===== src/rtl/seq_sub_64bit_pkg.sv =====
// Shared definitions for the sequential chunked subtractor.
//   state_e      : FSM states (IDLE / RUN / DONE)
//   DEF_WIDTH    : default operand width
//   DEF_CHUNK    : default bits handled per clock
//   num_chunks() : cycles per operation (WIDTH / CHUNK)
//   idx_width()  : chunk index register width (clog2 N, at least 1)
package seq_sub_64bit_pkg;

    typedef enum logic [1:0] {
        ST_IDLE = 2'd0,
        ST_RUN  = 2'd1,
        ST_DONE = 2'd2
    } state_e;

    localparam int DEF_WIDTH = 64;
    localparam int DEF_CHUNK = 8;

    function automatic int num_chunks(input int width, input int chunk);
        return width / chunk;
    endfunction

    // A single-chunk configuration still needs a 1-bit index register.
    function automatic int idx_width(input int n);
        return (n <= 1) ? 1 : $clog2(n);
    endfunction

endpackage


===== src/rtl/seq_sub_64bit_borrow_sub_chunk.sv =====
// borrow_sub_chunk: combinational CHUNK-bit ripple-borrow subtractor.
//   a, b : chunk operands
//   bin  : borrow into bit 0
//   d    : a - b - bin (mod 2^CHUNK)
//   bout : 1 iff unsigned a < b + bin
// Built from per-bit full subtractors so no internal value exceeds one bit.
module seq_sub_64bit_borrow_sub_chunk #(
    parameter int CHUNK = 8
) (
    input  logic [CHUNK-1:0] a,
    input  logic [CHUNK-1:0] b,
    input  logic             bin,
    output logic [CHUNK-1:0] d,
    output logic             bout
);

    logic [CHUNK:0] brw;

    assign brw[0] = bin;

    for (genvar i = 0; i < CHUNK; i++) begin : g_bit
        assign d[i]       = a[i] ^ b[i] ^ brw[i];
        // Borrow when a=0,b=1, or a==b with an incoming borrow.
        assign brw[i + 1] = (~a[i] & b[i]) | (~(a[i] ^ b[i]) & brw[i]);
    end

    assign bout = brw[CHUNK];

endmodule


===== src/rtl/seq_sub_64bit.sv =====
// seq_sub_64bit: multi-cycle subtractor, diff = a - b - bin over WIDTH bits,
// one CHUNK-wide slice per clock with the borrow carried in a register.
//   clk, rst            : clock, synchronous active-high reset
//   in_valid / in_ready : operand handshake (a, b, bin sampled on accept)
//   out_valid/out_ready : result handshake (diff, bout, ovf, zero held until taken)
//   busy                : operation in RUN or waiting in DONE
module seq_sub_64bit
    import seq_sub_64bit_pkg::*;
#(
    parameter int WIDTH = DEF_WIDTH,
    parameter int CHUNK = DEF_CHUNK
) (
    input  logic             clk,
    input  logic             rst,
    input  logic             in_valid,
    output logic             in_ready,
    input  logic [WIDTH-1:0] a,
    input  logic [WIDTH-1:0] b,
    input  logic             bin,
    output logic             out_valid,
    input  logic             out_ready,
    output logic [WIDTH-1:0] diff,
    output logic             bout,
    output logic             ovf,
    output logic             zero,
    output logic             busy
);

    localparam int N    = num_chunks(WIDTH, CHUNK);
    localparam int IDXW = idx_width(N);
    localparam logic [IDXW-1:0] LAST_IDX = IDXW'(N - 1);

    state_e            state_q, state_d;
    logic [IDXW-1:0]   idx_q, idx_d;
    logic [WIDTH-1:0]  a_q, a_d;
    logic [WIDTH-1:0]  b_q, b_d;
    logic              borrow_q, borrow_d;
    logic [WIDTH-1:0]  diff_q, diff_d;
    logic              bout_q, bout_d;
    logic              ovf_q, ovf_d;
    logic              zero_q, zero_d;

    logic [CHUNK-1:0]  chunk_a, chunk_b, chunk_d;
    logic              chunk_bout;

    // Single subtractor, time-multiplexed over the operand slices by idx.
    assign chunk_a = a_q[int'(idx_q) * CHUNK +: CHUNK];
    assign chunk_b = b_q[int'(idx_q) * CHUNK +: CHUNK];

    seq_sub_64bit_borrow_sub_chunk #(.CHUNK(CHUNK)) u_chunk (
        .a    (chunk_a),
        .b    (chunk_b),
        .bin  (borrow_q),
        .d    (chunk_d),
        .bout (chunk_bout)
    );

    always_comb begin
        state_d  = state_q;
        idx_d    = idx_q;
        a_d      = a_q;
        b_d      = b_q;
        borrow_d = borrow_q;
        diff_d   = diff_q;
        bout_d   = bout_q;
        ovf_d    = ovf_q;
        zero_d   = zero_q;

        case (state_q)
            ST_IDLE: begin
                if (in_valid) begin
                    a_d      = a;
                    b_d      = b;
                    borrow_d = bin;
                    idx_d    = '0;
                    state_d  = ST_RUN;
                end
            end
            ST_RUN: begin
                diff_d[int'(idx_q) * CHUNK +: CHUNK] = chunk_d;
                borrow_d = chunk_bout;
                idx_d    = idx_q + 1'b1;
                if (idx_q == LAST_IDX) begin
                    // The last slice carries the MSB, so the flags see the final diff.
                    bout_d  = chunk_bout;
                    ovf_d   = (a_q[WIDTH-1] != b_q[WIDTH-1]) &&
                              (chunk_d[CHUNK-1] != a_q[WIDTH-1]);
                    zero_d  = (diff_d == '0);
                    idx_d   = '0;
                    state_d = ST_DONE;
                end
            end
            ST_DONE: begin
                if (out_ready) state_d = ST_IDLE;
            end
            default: state_d = ST_IDLE;
        endcase
    end

    always_ff @(posedge clk) begin
        if (rst) begin
            state_q  <= ST_IDLE;
            idx_q    <= '0;
            a_q      <= '0;
            b_q      <= '0;
            borrow_q <= 1'b0;
            diff_q   <= '0;
            bout_q   <= 1'b0;
            ovf_q    <= 1'b0;
            zero_q   <= 1'b0;
        end else begin
            state_q  <= state_d;
            idx_q    <= idx_d;
            a_q      <= a_d;
            b_q      <= b_d;
            borrow_q <= borrow_d;
            diff_q   <= diff_d;
            bout_q   <= bout_d;
            ovf_q    <= ovf_d;
            zero_q   <= zero_d;
        end
    end

    assign in_ready  = (state_q == ST_IDLE);
    assign out_valid = (state_q == ST_DONE);
    assign busy      = (state_q != ST_IDLE);
    assign diff      = diff_q;
    assign bout      = bout_q;
    assign ovf       = ovf_q;
    assign zero      = zero_q;

endmodule

===== config.mk =====
export PLATFORM = sky130hd
export DESIGN_NAME = seq_sub_64bit
export DESIGN_NICKNAME = d
export VERILOG_FILES = /design/src/rtl/seq_sub_64bit_pkg.sv /design/src/rtl/seq_sub_64bit_borrow_sub_chunk.sv /design/src/rtl/seq_sub_64bit.sv
export SDC_FILE = /design/constraint.sdc
export NUM_CORES = 1
export LEC_CHECK = 0
export CAP_MARGIN = 30
export CORE_MARGIN = 10
export CORE_UTILIZATION = 45
export DETAILED_ROUTE_END_ITERATION = 8
export PLACE_DENSITY = 0.85
export SYNTH_ARGS = -nofsm -noshare
export SYNTH_HDL_FRONTEND = slang
export SYNTH_HIERARCHICAL = 1
export SYNTH_SLANG_ARGS = --single-unit
export TNS_END_PERCENT = 10

===== constraint.sdc =====
create_clock -name clk -period 18.2 [get_ports clk]
set_input_delay 5.46 -clock clk [delete_from_list [all_inputs] [get_ports clk]]
set_output_delay 5.46 -clock clk [all_outputs]
set_load 0.02 [all_outputs]

* Yosys cells after proc, flatten, opt, wreduce, memory -nomap -nowiden *
Cells that the tools add are included.
Widths: inputs -> output; s select.

storage, ports and cells
  register bits = 201
  latch bits = 0
  bits in writable memories = 0
  bits in read-only memories = 0
  bits of input ports = 133
  output and inout port bits = 70
  word-level logic and storage cells = 98
  memories = 0

operators by class
  $add $sub $neg = 2
  multipliers = 0
  divide/modulo/power cells = 0
  magnitude comparators = 0
  equality and inequality tests = 8
  shifts and indexed selects = 4
  mux-type cells = 10
  bitwise operators = 56
  reductions and logical operators = 9

operators by type and width
  kind                     number
  $shiftx 64x7->8          2
  $bwmux 64                1
  $logic_not 64->1         1
  $shift 8x33->64 const A  1
  $shiftx 8x33->64         1
  $neg 6->33               1
  $and 1x1->1              16
  $not 1->1                16
  $xor 1x1->1              16
  $or 1x1->1               8
  $mux 2                   3
  $mux 3                   2
  $pmux 2 s3               1
  $pmux 3 s2               1
  $reduce_and 2->1         3
  $ne 2x2->1 const B       2
  $reduce_bool 2->1        2
  $add 3x1->3 const B      1
  $eq 3x3->1 const B       1
  $reduce_and 3->1         1
  $eq 2x1->1 const B       1
  $eq 2x2->1 const B       1
  $logic_not 2->1          1
  $ne 1x1->1               2
  other kinds (4)          4

* Depth between registers and ports, before layout *
Gate-level depths: netlist of the first run.

  word-level depth = 21
  depth in mapped cells = 24

* By module *
The synthesis of the first run kept the hierarchy.

modules (own cells, without submodules)
  module                          times used  cells an instance  area an instance (um^2)  seq. area each (um^2)
  seq_sub_64bit                   1           1076               8608.3                   4023.9
  seq_sub_64bit_borrow_sub_chunk  1           26                 227.7                    0.0

* Worst setup path before layout of the first run *
Ideal clock, no wire load.

  path kind = register to register
  start = reg idx_q[0]
  end = reg zero_q (netlist: zero)
  arrival time = 6.424 ns
  required time = 18.131 ns
  slack = 11.707 ns
  stages on the path, launching flop included = 24
  cell sequence = dfxtp_1 buf_2 buf_2 buf_2 mux4_2 nand2_1 nand2_1 inv_1 fa_1 inv_1 fa_1 fa_1 fa_1 fa_1 fa_1 fa_1 inv_1 fa_1 or4_4 or3_4 o31ai_2 a31oi_1 or4_1 o21ai_1

on the way
  word-level cells in the longest chain between the ends = 21
  elaborated cells between the ends (all ways) = 60
  classes of those cells = add/sub: 1; eq/ne: 1; shift: 4; mux: 1; bitwise: 51; reduce/logical: 2

ends and longest elaborated chain
  element                 line                                  text
  start, declared         seq_sub_64bit.sv:34                   logic [IDXW-1:0] idx_q, idx_d;
  start signal, assigned  seq_sub_64bit.sv:113                  idx_q <= idx_d;
  $shiftx 64x7->8 *       seq_sub_64bit.sv:48                   assign chunk_b = b_q[int'(idx_q) * CHUNK +: CHUNK];
  net chunk_b[0]          seq_sub_64bit.sv:43                   logic [CHUNK-1:0] chunk_a, chunk_b, chunk_d;
  $xor 1x1->1             seq_sub_64bit_borrow_sub_chunk.sv:24  assign brw[i + 1] = (~a[i] & b[i]) | (~(a[i] ^ b[i]) & brw[i]);
  $not 1->1               seq_sub_64bit_borrow_sub_chunk.sv:24
  $and 1x1->1             seq_sub_64bit_borrow_sub_chunk.sv:24
  $or 1x1->1 *            seq_sub_64bit_borrow_sub_chunk.sv:24
  $and 1x1->1 *           seq_sub_64bit_borrow_sub_chunk.sv:24
  $or 1x1->1 *            seq_sub_64bit_borrow_sub_chunk.sv:24
  [... 7 more ...]        -
  $or 1x1->1 *            seq_sub_64bit_borrow_sub_chunk.sv:24
  $and 1x1->1 *           seq_sub_64bit_borrow_sub_chunk.sv:24
  $or 1x1->1 *            seq_sub_64bit_borrow_sub_chunk.sv:24
  $xor 1x1->1 *           seq_sub_64bit_borrow_sub_chunk.sv:22  assign d[i] = a[i] ^ b[i] ^ brw[i];
  net chunk_d[7]          seq_sub_64bit.sv:43
  $shiftx 8x33->64 *      seq_sub_64bit.sv:80                   diff_d[int'(idx_q) * CHUNK +: CHUNK] = chunk_d;
  $bwmux 64 *             seq_sub_64bit.sv:80
  $logic_not 64->1 *      seq_sub_64bit.sv:88                   zero_d = (diff_d == '0);
  end signal, assigned    seq_sub_64bit.sv:120                  zero_q <= zero_d;
  end, declared           seq_sub_64bit.sv:41                   logic zero_q, zero_d;

Mark *: on every way through the listed nets, which the timed path passes. The rest lies on a longest branch.
A chain may end at the register's enable or synchronous reset.

* Worst setup path in the final report of the first run *
  start = reg state_q[1]
  end = out in_ready

on the way
  word-level cells in the longest chain between the ends = 1

ends and longest elaborated chain
  element                 line                  text
  start, declared         seq_sub_64bit.sv:33   state_e state_q, state_d;
  start signal, assigned  seq_sub_64bit.sv:112  state_q <= state_d;
  $logic_not 2->1         seq_sub_64bit.sv:124  assign in_ready = (state_q == ST_IDLE);
  end, declared           seq_sub_64bit.sv:16   output logic in_ready,

Every way passes these cells.

==> results of run 1 <==
-- area by class of cell --
type	instances	share of cell area, %
tap	265	2.84
sequential	201	34.5
multi-input combinational	794	37.7
clock buffer	29	5.20
clock inverter	5	0.740
timing repair buffer	211	18.3
inverter	23	0.740
-- worst max-delay path: cells and delay by family, from the launching register on --
kind | cells | cell delay [ns]
DFF | 1 | 0.33
buffers and inverters | 1 | 0.69
and+or+nand+nor | 1 | 0.36
-- cells by family after synthesis --
| group | count (synthesis) |
|---|---|
| flops | 201 |
| fa+ha+maj | 13 |
| compound gates | 225 |
| buf+inv | 107 |
| simple gates | 512 |
| mux | 44 |
-- metal layers --
layer	up-vias	wire [um]	GRT usage [%]
li1	3990	-	-
met1	3728	10500	23.1
met2	340	12000	31.1
met3	66	2320	5.60
met4	0	827	6.22
met5	-	0	0
-- stage by stage --
step,power [mW],util (%),hold WS (ns),area (um^2)
detailed placement,0.654,56.4,0.443,10900
global placement,0.651,56.3,0.439,10900
CTS,1.08,60.0,0.451,11600
finish,1.08,60.1,0.449,11700
global route,1.12,60.1,0.466,11700
floorplan,0.588,-,0.433,8840
-- power by group through the flow --
stage	combinational [mW]	sequential [mW]	clock, mW
after floorplan	0.109	0.479	0
after global placement	0.171	0.480	0
after detailed placement	0.173	0.481	0
after CTS	0.174	0.472	0.439
after global routing	0.192	0.474	0.455
final	0.176	0.472	0.431
-- registers in the layout (all words and copies together), names as in the netlist --
| register | cells |
|---|---|
| a_q | 64 |
| b_q | 64 |
| diff | 64 |
| idx_q | 3 |
| state_q | 2 |
| borrow_q | 1 |
| bout | 1 |
| ovf | 1 |
| zero | 1 |
-- layout by cell type (no fill, tap or decap), types with 22 or more instances in the layout --
cell / synthesis / routed
sky130_fd_sc_hd__nand2_1: 345 / 344
sky130_fd_sc_hd__inv_1: 22 / 22
sky130_fd_sc_hd__a21oi_1: 199 / 199
sky130_fd_sc_hd__clkbuf_16: 0 / 22
sky130_fd_sc_hd__dfxtp_1: 201 / 199
sky130_fd_sc_hd__clkdlybuf4s50_1: 0 / 201
sky130_fd_sc_hd__nor2_1: 83 / 83
sky130_fd_sc_hd__nand3_1: 27 / 27
sky130_fd_sc_hd__mux4_2: 32 / 32
-- worst paths after layout --
| kind | startpoint | to | slack, ns | cells after the start |
|---|---|---|---|---|
| max | state_q[1]$_SDFFE_PP0P_ | in_ready | 10.86 | 2 |
| min | a_q[50]$_SDFFE_PP0P_ | a_q[50]$_SDFFE_PP0P_ | 0.45 | 2 |
| max reg2reg | idx_q[0]$_SDFFE_PP0P_ | zero$_SDFFE_PP0P_ | 10.89 | 21 |
| min reg2reg | a_q[50]$_SDFFE_PP0P_ | a_q[50]$_SDFFE_PP0P_ | 0.45 | 2 |
==> flow_summary.rst, run 1 <==
.. list-table::
   :header-rows: 1

   * - Metric
     - Value
   * - Outcome
     - finished, final reports clean
   * - Share of synthesized cell area in and, or, nand and nor gates
     - 24.3%
   * - Worst Path Class, Setup
     - reg -> out
   * - Worst-case headroom to the max-slew limit
     - 31.3%
   * - Clock Tree Buf Depth
     - 3
   * - Type of the tightest min-delay check
     - reg -> reg
   * - Fraction of registers with async set or reset after synthesis
     - 0%
   * - Final antenna diode count
     - 0
   * - Via total after detailed routing
     - 8124
   * - CTS Root Buffer Type
     - sky130_fd_sc_hd__clkbuf_16
   * - CTS hold repair buffers
     - 0
   * - Static Leak
     - ~4.3 nW
   * - # DRC
     - 0
   * - Final ANT Viol Nets
     - 0
   * - Worst setup slack before clock tree synthesis
     - 10.64 ns
   * - Max-capacitance violation count
     - 0
   * - # resized after CTS
     - 0
   * - Cell types with the largest area share after synthesis
     - sky130_fd_sc_hd__dfxtp_1 46%, sky130_fd_sc_hd__nand2_1 15%, sky130_fd_sc_hd__a21oi_1 11%, sky130_fd_sc_hd__mux4_2 8.2%, sky130_fd_sc_hd__nor2_1 3.5%
   * - Source-to-sink clock delay at the later pin of the worst-skew pair
     - between 0.5 and 0.6 ns
   * - Die H
     - around 160 um
   * - Clock sink total
     - roughly 200
   * - Horizontal extent of the die
     - 160 um
   * - Number of rows in the core area
     - 51
   * - Drt pass-1 iters
     - 5
   * - Internal power summed over all cells
     - 796 uW
   * - Maximum number of pins on one net before global-route repair
     - 105
   * - YS warnings
     - 6
   * - Post-synthesis share of cell area spent on xor and xnor gates
     - 0%
   * - GRT Total Usage
     - 18.9%
   * - Routed via count divided by cell count
     - around 5.3
   * - Power density cells
     - 92.5 mW/mm^2
   * - Slew Limit Fails
     - 0
   * - Vias in the first global route
     - 8089
   * - Register area
     - 0.00403 mm^2
   * - Clock-pin transition on the worst setup and hold timing paths
     - around 0.060 ns
   * - Period Utilization, post-route
     - 40.3%
   * - Setup TNS Final
     - 0 ns
   * - Psw
     - 283 uW
   * - Total nets after synthesis
     - 1248
   * - Most numerous cell types in the synthesized netlist
     - 345 x sky130_fd_sc_hd__nand2_1, 201 x sky130_fd_sc_hd__dfxtp_1, 199 x sky130_fd_sc_hd__a21oi_1
   * - Overall routed net length
     - 25600 um
   * - Maximum single-stage delay on the critical path
     - 0.69 ns
   * - Relative area change from synthesis to final layout
     - 32.0%
   * - Part of the power in registers
     - 43.7%
   * - Overall die area
     - 0.0256 mm^2
   * - Critical path fanouts, max
     - 4
   * - Cell at the slowest stage of the critical path
     - sky130_fd_sc_hd__clkdlybuf4s50_1
   * - CTS tree
     - built
   * - Number of enable flip-flop cells after synthesis
     - 0
   * - Synth Area in Adders
     - 2.52%
   * - Post-Synthesis Mean Instance Area
     - 8.02 um^2
   * - Dominant combinational cell family by area after synthesis
     - simple AND/OR/NAND/NOR gates
   * - Critical Path AT
     - 1.88 ns
   * - Yosys top cell by area
     - sky130_fd_sc_hd__dfxtp_1
   * - Gate Count Post-Synth
     - 1102
   * - Part of the power in the clock network
     - 39.9%
   * - IO Pins
     - 203
   * - Count of endpoints failing hold in the final timing report
     - 0
   * - Peak VDD IR
     - around 0.069 mV
   * - Area of the multi-input gates
     - 0.00439 mm^2
   * - Combinational share of power
     - 16.4%
   * - Number of instances in the placed design
     - 1493
   * - Antenna violations before repair
     - 0
   * - Area share of the leading cell type in the synthesized netlist
     - 45.5%
   * - Crit path launch type
     - flip-flop
   * - Top_reg_cell synth
     - sky130_fd_sc_hd__dfxtp_1
   * - Distinct cell type count of the synthesized netlist
     - 47
   * - Number of H-tree levels
     - 1
   * - Total Nets Final
     - 1399
   * - Fraction of the yosys area taken by sequential cells
     - 45.5%
   * - Proportion of layout cells with a drive suffix above 1
     - 6.73%
   * - Tmin final
     - 7.34 ns
   * - Final-layout fill cell count
     - 1706
   * - Achievable clock frequency
     - between 100 and 150 MHz
   * - Tightest Pin Transition
     - between 1 and 1.5 ns
   * - Cells along the critical path
     - nor2_1 -> clkdlybuf4s50_1
   * - Routability cong.
     - 0.891
   * - Worst EP required
     - 12.74 ns
   * - Count of state elements after synthesis
     - 201
   * - Post-route clock skew
     - 0.0190 ns
   * - DP HPWL
     - 18300 um
   * - Slack of the critical path
     - 10.86 ns
   * - Number of setup violations in the final report
     - 0
   * - WL/cell
     - around 17 um
   * - DR iter-0 viols
     - 553
   * - Global-route wire length before repair
     - 40800 um
   * - Proportion of total power due to net switching
     - 26.2%
   * - RSZ-0062 raised after global routing
     - no
   * - Post-CTS setup repair buffer count
     - 0
   * - Number of buffers created by CTS
     - 22
   * - Area of the mapped netlist
     - 0.00884 mm^2
   * - Area of the core
     - 0.0194 mm^2
   * - Most common cell in the netlist
     - sky130_fd_sc_hd__nand2_1
   * - Effective utilization at floorplan
     - 45.5%
   * - PortBufs
     - 202
   * - Portion of netlist area occupied by mux cells
     - 9.53%
   * - Non-filler cells in the finished layout
     - 1528
   * - Total grt overflow
     - 0
   * - Critical Path End Type
     - primary output
   * - Area fraction in compound gates after synthesis
     - between 10% and 20%
Power figures use the tool's default switching activity.
==> run 2, diff against run 1 <==
--- a/config.mk
+++ b/config.mk
@@ -9,7 +9,7 @@
 export CORE_MARGIN = 10
 export CORE_UTILIZATION = 45
 export DETAILED_ROUTE_END_ITERATION = 8
-export PLACE_DENSITY = 0.85
+export PLACE_DENSITY = 0.88
 export SYNTH_ARGS = -nofsm -noshare
 export SYNTH_HDL_FRONTEND = slang
 export SYNTH_HIERARCHICAL = 1
==> constraint.sdc (replaced) <==
create_clock -name clk -period 6.75 [get_ports clk]
set_input_delay 2.025 -clock clk [delete_from_list [all_inputs] [get_ports clk]]
set_output_delay 2.025 -clock clk [all_outputs]
set_load 0.02 [all_outputs]
==> flow_summary.rst, run 2 (synthesized netlist as in run 1, its figures left out) <==
.. list-table::
   :header-rows: 1

   * - Metric
     - Value
   * - Outcome
     - finished, final reports clean (unchanged)
   * - Final Cell Area
     - 0.0116 mm^2 (was 0.0117 mm^2)
   * - Area of the core
     - 0.0194 mm^2 (unchanged)
   * - GRT Total Usage
     - 19.4% (was 18.9%)
   * - Highest-count cells in the layout ignoring fill and taps
     - 344 x sky130_fd_sc_hd__nand2_1, 201 x sky130_fd_sc_hd__clkdlybuf4s50_1, 199 x sky130_fd_sc_hd__a21oi_1, 199 x sky130_fd_sc_hd__dfxtp_1, 83 x sky130_fd_sc_hd__nor2_1 (unchanged)
   * - Post-CTS setup repair buffer count
     - 0 (unchanged)
   * - Crit path launch type
     - flip-flop (unchanged)
   * - Number of rows in the core area
     - 51 (unchanged)
   * - Routability cong.
     - 0.903 (was 0.891)
   * - Critical Path End Type
     - flip-flop (was primary output)
   * - Tmin final
     - 6.18 ns
   * - Total Nets Final
     - 1402 (was 1399)
   * - DP HPWL
     - 19700 um (was 18300 um)
   * - Post-route clock skew
     - 0.0108 ns (was 0.0190 ns)
   * - Met2 track demand over resource
     - 31.3% (was 31.1%)
   * - Tightest Pin Transition
     - 1.05 ns (was 1.02 ns)
   * - PortBufs
     - 202 (unchanged)
   * - Global-route wire length before repair
     - 41600 um (was 40800 um)
   * - Worst reg2reg path startpoint
     - idx_q[2]$_SDFFE_PP0P_ (was idx_q[0]$_SDFFE_PP0P_)
   * - Worst Path Class, Setup
     - reg -> reg (was reg -> out)
   * - # resized after CTS
     - 0 (unchanged)
   * - Area after detailed placement
     - 0.0110 mm^2 (was 0.0109 mm^2)
   * - Final antenna diode count
     - 0 (unchanged)
   * - CTS tree
     - built (unchanged)
   * - Power density cells
     - 243 mW/mm^2 (was 92.5 mW/mm^2)
   * - Overall die area
     - 0.0256 mm^2 (unchanged)
   * - Total grt overflow
     - 0 (unchanged)
   * - Number of setup violations in the final report
     - 0 (unchanged)
   * - Fraction of met1 tracks used by global routing
     - 23.5% (was 23.1%)
   * - Overall routed net length
     - 26400 um (was 25600 um)
   * - Setup TNS Final
     - 0 ns (unchanged)
   * - Type of the tightest min-delay check
     - reg -> reg (unchanged)
   * - GR Util met3
     - 6.20% (was 5.60%)
   * - RSZ-0062 raised after global routing
     - no (unchanged)
   * - Horizontal extent of the die
     - 160 um (unchanged)
   * - Clock Tree Buf Depth
     - 3 (unchanged)
   * - Final-layout fill cell count
     - 1647 (was 1706)
   * - Worst reg2reg path depth
     - 21 (unchanged)
   * - CTS hold repair buffers
     - 0 (unchanged)
   * - Maximum number of pins on one net before global-route repair
     - 124 (was 105)
   * - Worst-case headroom to the max-slew limit
     - 29.7% (was 31.3%)
   * - Max-capacitance violation count
     - 0 (unchanged)
   * - Antenna violations before repair
     - 0 (unchanged)
   * - WL/cell
     - 17.2 um (was 16.8 um)
   * - Achievable clock frequency
     - 162 MHz
   * - Busiest layer in global routing
     - met2 (unchanged)
   * - Routed via count divided by cell count
     - 5.40 (was 5.32)
   * - Utilization after layout
     - 59.8% (was 60.1%)
   * - Via total after detailed routing
     - 8277 (was 8124)
   * - Worst EP required
     - 7.19 ns (was 12.74 ns)
   * - Count of endpoints failing hold in the final timing report
     - 0 (unchanged)
   * - Worst Hold Path EP
     - a_q[16]$_SDFFE_PP0P_ (was a_q[50]$_SDFFE_PP0P_)
   * - Relative area change from synthesis to final layout
     - 31.3% (was 32.0%)
   * - Drt pass-1 iters
     - 5 (unchanged)
   * - Hold Path Stages
     - 2 (unchanged)
   * - Hold path startpoint
     - a_q[16]$_SDFFE_PP0P_ (was a_q[50]$_SDFFE_PP0P_)
   * - Number of buffers created by CTS
     - 21 (was 22)
   * - CTS Root Buffer Type
     - sky130_fd_sc_hd__clkbuf_16 (unchanged)
   * - Source-to-sink clock delay at the later pin of the worst-skew pair
     - 0.50 ns (was 0.51 ns)
   * - Static Leak
     - 4.28 nW (was 4.29 nW)
   * - Effective utilization at floorplan
     - 45.5% (unchanged)
   * - # DRC
     - 0 (unchanged)
   * - Period Utilization, post-route
     - 91.5%
   * - Slew Limit Fails
     - 0 (unchanged)
   * - DR iter-0 viols
     - 784 (was 553)
   * - Register-to-register path setup slack
     - 0.57 ns (was 10.89 ns)
   * - Final ANT Viol Nets
     - 0 (unchanged)
   * - Reg2Reg Capture Point
     - zero$_SDFFE_PP0P_ (unchanged)
   * - Proportion of layout cells with a drive suffix above 1
     - 7.17% (was 6.73%)
   * - Clock sink total
     - 201 (unchanged)
   * - Die H
     - 160 um (unchanged)
   * - Clock-pin transition on the worst setup and hold timing paths
     - 0.06 ns (about the same)
   * - Vias in the first global route
     - 8068 (was 8089)
   * - Peak VDD IR
     - 0.166 mV (was 0.0690 mV)
   * - Critical Path AT
     - 6.62 ns (was 1.88 ns)
   * - Number of H-tree levels
     - 1 (unchanged)
   * - Critical path fanouts, max
     - 20 (was 4)
   * - Commonest non-fill, non-tap cell in the layout
     - sky130_fd_sc_hd__nand2_1 (unchanged)
   * - IO Pins
     - 203 (unchanged)
## run 2: changes by cell type in the layout (fill, tap and decap cells not counted), moves of 2 or more
cell	before	now
sky130_fd_sc_hd__buf_4	7	13
sky130_fd_sc_hd__clkinv_2	2	5
sky130_fd_sc_hd__buf_16	2	0
sky130_fd_sc_hd__bufinv_16	2	0
## run 2: power by group
group	total, mW	internal (mW)	switching (mW)
clock	1.07	0.617	0.457
sequential	1.28	1.24	0.0346
combinational	0.469	0.203	0.266
total	2.82	2.06	0.758
## run 2: how the worst max path moves through the flow
stage	startpoint	endpoint	slack [ns]
after floorplan	idx_q[0]$_SDFFE_PP0P_	zero$_SDFFE_PP0P_	0.26
after global placement	idx_q[0]$_SDFFE_PP0P_	zero$_SDFFE_PP0P_	0.66
after detailed placement	idx_q[0]$_SDFFE_PP0P_	zero$_SDFFE_PP0P_	0.59
after CTS	idx_q[0]$_SDFFE_PP0P_	zero$_SDFFE_PP0P_	0.57
after global routing	idx_q[2]$_SDFFE_PP0P_	zero$_SDFFE_PP0P_	0.23
final	idx_q[2]$_SDFFE_PP0P_	zero$_SDFFE_PP0P_	0.57
## run 2: critical path: stages, from the launching register on
cell and delay [ns]:
sky130_fd_sc_hd__dfxtp_1 0.30, sky130_fd_sc_hd__buf_4 0.22, sky130_fd_sc_hd__clkinv_1 0.41, sky130_fd_sc_hd__nand2_1 0.17, sky130_fd_sc_hd__nand2_1 0.07, sky130_fd_sc_hd__inv_1 0.08, sky130_fd_sc_hd__fa_1 0.18, sky130_fd_sc_hd__inv_1 0.05
sky130_fd_sc_hd__fa_1 0.37, sky130_fd_sc_hd__fa_1 0.39, sky130_fd_sc_hd__fa_1 0.42, sky130_fd_sc_hd__fa_1 0.39, sky130_fd_sc_hd__fa_1 0.39, sky130_fd_sc_hd__fa_1 0.37, sky130_fd_sc_hd__inv_1 0.07, sky130_fd_sc_hd__fa_1 0.43
sky130_fd_sc_hd__or4_4 0.54, sky130_fd_sc_hd__or3_4 0.35, sky130_fd_sc_hd__o31ai_2 0.18, sky130_fd_sc_hd__a31oi_1 0.10, sky130_fd_sc_hd__or4_1 0.52, sky130_fd_sc_hd__o21ai_1 0.12
## run 2: per-layer routing
metal  routed length, um  vias to the layer above  share of wire (%)
met2               12400                      426                 47
met1               10400                     3801                 39
met3                2740                       63                 10
met4                 880                        0                3.3
li1                    -                     3987                  -
met5                   0                        -                  0
## run 2: final cells by class
type	count	area [um^2]	area share (%)
Clock buffer	29	596	5.14
Clock inverter	7	42.5	0.367
Inverter	23	86.3	0.744
Multi-Input combinational cell	794	4390	37.9
Sequential cell	201	4030	34.7
Tap cell	265	332	2.86
Timing Repair Buffer	215	2120	18.3
## run 2: metrics by stage
step	std cells	hold WS, ns	worst slack (ns)	power, mW
finish	1534	0.450	0.571	2.82
global route	1534	0.471	0.225	2.93
CTS	1534	0.455	0.567	2.82
detailed placement	1498	0.447	0.586	1.76
global placement	1498	0.439	0.661	1.75
floorplan	1102	0.433	0.257	1.59
==> run 3, diff against run 2 <==
--- a/config.mk
+++ b/config.mk
@@ -9,6 +9,7 @@
 export CORE_MARGIN = 10
 export CORE_UTILIZATION = 45
 export DETAILED_ROUTE_END_ITERATION = 8
+export HOLD_SLACK_MARGIN = 0.02
 export PLACE_DENSITY = 0.88
 export SYNTH_ARGS = -nofsm -noshare
 export SYNTH_HDL_FRONTEND = slang
==> results of run 3 <==
The final DEF is identical to that of run 2; final timing and power are the same.
